`config.mk`:
```
export PLATFORM = sky130hd
export DESIGN_NAME = pr_elastic_stage
export DESIGN_NICKNAME = d
export VERILOG_FILES = /design/src/rtl/pr_pkg.sv /design/src/rtl/pr_sat_counter.sv /design/src/rtl/pr_elastic_stage.sv
export SDC_FILE = /design/constraint.sdc
export NUM_CORES = 1
export LEC_CHECK = 0
export CELL_PAD_IN_SITES_DETAIL_PLACEMENT = 0
export CELL_PAD_IN_SITES_GLOBAL_PLACEMENT = 1
export CORE_ASPECT_RATIO = 0.75
export CORE_MARGIN = 2
export CORE_UTILIZATION = 39
export CTS_CLUSTER_SIZE = 28
export DETAILED_ROUTE_END_ITERATION = 8
export PLACE_DENSITY = 0.9
export SYNTH_ARGS = -nofsm -noshare
export SYNTH_HDL_FRONTEND = slang
export SYNTH_SLANG_ARGS = --single-unit
```
`constraint.sdc`:
```
create_clock -name CLK -period 5.9 [get_ports CLK]
set_clock_uncertainty 0.15 [all_clocks]
set_input_delay 0.59 -clock CLK [delete_from_list [all_inputs] [get_ports CLK]]
set_output_delay 0.59 -clock CLK [all_outputs]
set_load 0.03 [all_outputs]
```
`src/rtl/pr_pkg.sv`:
```
// Shared constants for the elastic pipeline-register family.
// State encoding is {main_v, skid_v}.
package pr_pkg;
  localparam logic [1:0] ST_EMPTY = 2'b00;
  localparam logic [1:0] ST_ONE   = 2'b10;
  localparam logic [1:0] ST_FULL  = 2'b11;

  localparam int DEF_WIDTH     = 64;
  localparam int DEF_CNT_WIDTH = 16;

  // Bubble payload loaded on flush and reset; resized to the instance width at use.
  localparam logic [DEF_WIDTH-1:0] NOP_PAYLOAD = '0;
endpackage

```
`src/rtl/pr_sat_counter.sv`:
```
// Saturating up-counter with synchronous active-high reset.
module pr_sat_counter #(
  parameter int CNT_WIDTH = 16
) (
  input  logic                 CLK,
  input  logic                 RESET,
  input  logic                 INC,
  output logic [CNT_WIDTH-1:0] COUNT
);
  always_ff @(posedge CLK) begin
    if (RESET)
      COUNT <= '0;
    else if (INC && (COUNT != '1))
      COUNT <= COUNT + CNT_WIDTH'(1);
  end
endmodule

```
`src/rtl/pr_elastic_stage.sv`:
```
// Elastic inter-stage register: main + skid entry, valid/ready handshake,
// HOLD freeze, FLUSH bubble insertion and a saturating stall counter.
module pr_elastic_stage
  import pr_pkg::*;
#(
  parameter int WIDTH     = DEF_WIDTH,
  parameter int CNT_WIDTH = DEF_CNT_WIDTH
) (
  input  logic                 CLK,
  input  logic                 RESET,
  input  logic                 FLUSH,
  input  logic                 HOLD,
  input  logic                 IN_VALID,
  input  logic [WIDTH-1:0]     IN_DATA,
  output logic                 IN_READY,
  output logic                 OUT_VALID,
  output logic [WIDTH-1:0]     OUT_DATA,
  input  logic                 OUT_READY,
  output logic [CNT_WIDTH-1:0] STALL_COUNT
);
  localparam logic [WIDTH-1:0] NOP = WIDTH'(NOP_PAYLOAD);

  logic             main_v, skid_v;
  logic [WIDTH-1:0] main_d, skid_d;
  logic             in_xfer, out_xfer;

  // Ready comes from the skid flag; HOLD is the only combinational term.
  assign IN_READY  = ~skid_v & ~HOLD;
  assign OUT_VALID = main_v;
  assign OUT_DATA  = main_d;
  assign in_xfer   = IN_VALID & IN_READY;
  assign out_xfer  = main_v & OUT_READY & ~HOLD;

  always_ff @(posedge CLK) begin
    if (RESET || FLUSH) begin
      main_v <= 1'b0;
      skid_v <= 1'b0;
      main_d <= NOP;
      skid_d <= NOP;
    end else if (!HOLD) begin
      case ({main_v, skid_v})
        ST_EMPTY: begin
          if (in_xfer) begin
            main_v <= 1'b1;
            main_d <= IN_DATA;
          end
        end
        ST_ONE: begin
          if (in_xfer && out_xfer) begin
            main_d <= IN_DATA;
          end else if (in_xfer) begin
            skid_v <= 1'b1;
            skid_d <= IN_DATA;
          end else if (out_xfer) begin
            main_v <= 1'b0;
          end
        end
        ST_FULL: begin
          if (out_xfer) begin
            main_d <= skid_d;
            skid_v <= 1'b0;
          end
        end
        default: begin
          // Skid without main is unreachable; drop the orphan entry.
          skid_v <= 1'b0;
        end
      endcase
    end
  end

  pr_sat_counter #(.CNT_WIDTH(CNT_WIDTH)) u_stall_cnt (
    .CLK   (CLK),
    .RESET (RESET),
    .INC   (main_v & ~OUT_READY & ~HOLD & ~FLUSH),
    .COUNT (STALL_COUNT)
  );
endmodule

```
==> out/qor.tcl <==
set qor(fillers) 1509
set qor(grt_setup_unrepaired) {no}
set qor(design.portCount) 152
set qor(cts.repair.resized) 0
set qor(post-route-period-util_pct) 53.3
set qor(post_synth.cell_area_avg_sq_um) 8.42
set qor(routed_wirelength_mm) 16.2
set qor(run_status) {finished clean}
set qor(grt_start_max_net_pins) 104
set qor(post_route_cells_drive_above_1_share_pct) 5.63
set qor(globalRoute.busiestLayer) {met2}
set qor(setup_slack_of_the_most_critical_reg_to_reg_path_ns) 3.14
set qor(detail_route.first_pass.iterations) 5
set qor(die_width_microns) 152
set qor(ff_latch_area_sq_um) 2920
set qor(worstPathRequired_ns) 6.09
set qor(dp_hpwl_mm) 10.2
set qor(layout-area-overhead-vs-synth_pct) 35.5
set qor(ys_top_cells_by_area) {dfxtp_1, nand2_1, mux2i_1}
set qor(initial_utilization_pct) 39.9
set qor(worst_ep_arrival_time_ns) 3.34
set qor(hold_start) {skid_d[47]}
set qor(ys_top_cells_by_count) {nand2_1, dfxtp_1, a21oi_1}
set qor(p_leak_nw) 2.94
set qor(timing.final.setup_violations) 0
set qor(timing.hold.ws_ns) 0.298
set qor(timing.fmax_mhz) 318
set qor(grt_residual_overflow) 0
set qor(cts.reportedPaths.clkPinSlew_ns) 0.06
set qor(worst_path_largest_cell_delay_ns) 0.94
set qor(setup_tns_ns) 0
set qor(design_power_total_mw) 2.32
set qor(worst_skew_pair.late_latency_ns) 0.42
set qor(kind_of_cell_adding_the_most_delay_to_the_critical_path) {buffers and inverters}
set qor(design.die.area_sq_um) 17400
set qor(final_net_count) 950
set qor(synth_top_area_share_pct) 45.8
set qor(syn_nets) 832
set qor(cp-end-kind) {flip-flop}
set qor(clock_path_buffers) 2
set qor(rr_startpoint) {OUT_VALID}
set qor(cts_tree) {yes}
set qor(grtUsageMet3_pct) 5.24
set qor(grt_util_met2_pct) 28.0
set qor(drtIter0Drc) 360
set qor(ys_types) 38
set qor(grt_pass1_wl_mm) 25.9
set qor(routedWlPerCell_microns) 14.8
set qor(grt_pass1_vias) 5085
set qor(post-route-drc-count) 0
set qor(tritoncts.num_buffers) 17
set qor(groute.layer.met1.usage_pct) 27.0
set qor(cp_num_buf_inv) 2
set qor(synth-seq-area-share_pct) 45.8
set qor(finalHoldViolCount) 0
set qor(die_y_microns) 115
set qor(timing.setup.critical_path_class) {input port to flip-flop}
set qor(drt-vias-per-instance) 5.11
set qor(worst_slew_margin_rel_pct) 30.7
set qor(timing.critical_path.cells) {clkdlybuf4s50_1, nor2_4, buf_4, o211ai_1, mux2i_1}
set qor(footprint_of_the_multi_input_gates_sq_um) 3250
set qor(worst_path_max_delay_cell) {nor2_4}
set qor(synthesis.area_sq_um) 6380
set qor(grt_usage_pct) 18.9
set qor(fp-row-count) 40
set qor(maxCapViolCount) 0
set qor(drtAntennaViolNets) 0
set qor(globalplace.congestion) 0.774
set qor(detailroute.via_count) 5613
set qor(clkSinkCount) 146
set qor(min-delay-path-class) {flip-flop to flip-flop}
set qor(synth_enable_flop_cells) 0
set qor(worst_pin_slew_ns) 1.04
set qor(cts_hold_repair.buffers) 0
set qor(critPathLaunchType) {input port}
set qor(yosys_warnings) 0
set qor(core-area_sq_um) 16000
set qor(period_minus_slack_ns) 3.14
set qor(cts_root_buffer) {clkbuf_16}
set qor(antenna_found_initial) 0
set qor(critical_path_peak_fanout) 48
set qor(n_antenna_cell) 0
set qor(post-route-util_pct) 54.0
set qor(worstSetupStartpoint) {RESET}
set qor(gate_count_post_synth) 758
set qor(place.port_buffers) 151
set qor(postCtsSetupRepairBufs) 0
set qor(synthArstFlopShare_pct) 0
set qor(yosysTopAreaCell) {dfxtp_1}
set qor(htreeDepth) 4
set qor(postSynthRegisterBits) 146
set qor(p_per_area_nw_per_um2) 268
set qor(most_frequent_cell_after_synthesis) {nand2_1}
set qor(vdd_ir_drop_max_uv) 163
set qor(ys_dominant_reg_cell) {dfxtp_1}
set qor(final_number_of_max_transition_violations) 0
## layout by cell type (no fill, tap or decap), drive strengths merged, types with 2 or more instances in the layout
master	n
nor4b	2
o311ai	2
clkinvlp	2
or3	5
dfxtp	146
or4	10
inv	7
nand4	6
clkinv	4
o21ai	5
o31ai	7
o211ai	64
o41ai	3
nor2	5
bufinv	3
mux2i	64
nand3	6
nand2	199
nand3b	3
nor3	2
clkbuf	22
a21oi	79
ha	4
clkdlybuf4s50	151
buf	8
nand2b	64
or2	2
## cells by family after synthesis
| logic type | Yosys count | share of synthesized area [%] |
|---|---|---|
| AND/OR/NAND/NOR | 311 | 23.0 |
| AO/OA/AOI/OAI | 165 | 16.3 |
| flip-flops | 146 | 45.8 |
| buffers and inverters | 67 | 3.96 |
| multiplexers | 65 | 10.2 |
| adder cells (fa/ha/maj) | 4 | 0.784 |
## sequential cells by signal, summed over array words and instances (netlist names)
signal,flops
skid_d,64
OUT_VALID,1
OUT_DATA,64
u_stall_cnt.COUNT,16
skid_v,1
## worst paths after layout
path,cells after the start,to
worst max-delay path,5,OUT_DATA[38]
worst min register to register,2,skid_d[47]
worst min-delay path,2,skid_d[47]
worst max register to register,5,OUT_DATA[28]
## power breakdown
part	internal [mW]	total (mW)	switching (mW)
Sequential	0.999	1.01	0.00834
Combinational	0.0935	0.196	0.102
Clock	0.707	1.11	0.406
## worst reg2reg max path: cells and delay by family (launching register included)
kind | cells | cell delay (ns)
compound gates | 2 | 0.60
fa+ha+maj | 1 | 0.38
buf+inv | 1 | 0.72
flops | 1 | 0.54
mux | 1 | 0.31
## metal layers
metal / part of all wire [%] / wire length [microns]
met4: 0.43 / 69
met2: 43 / 6900
met3: 6.5 / 1050
met1: 51 / 8200
met5: 0 / 0
## per-stage QoR
| stage | setup WS (ns) | std cells | instance area (sq um) |
|---|---|---|---|
| after floorplan | 3.39 | 758 | 6380 |
| after global placement | 2.38 | 1067 | 8040 |
| after detailed placement | 2.36 | 1067 | 8040 |
| after CTS | 2.80 | 1098 | 8650 |
| after global routing | 2.49 | 1098 | 8650 |
| final | 2.76 | 1098 | 8650 |
## area by class of cell
type	count	share of cell area (%)
clock inverter	9	1.49
inverter	7	0.304
clock buffer	22	5.60
sequential	146	33.8
multi-input combinational	545	37.6
timing repair buffer	159	18.2
tap	210	3.04
No activity file was read; power rests on OpenSTA's default activity.
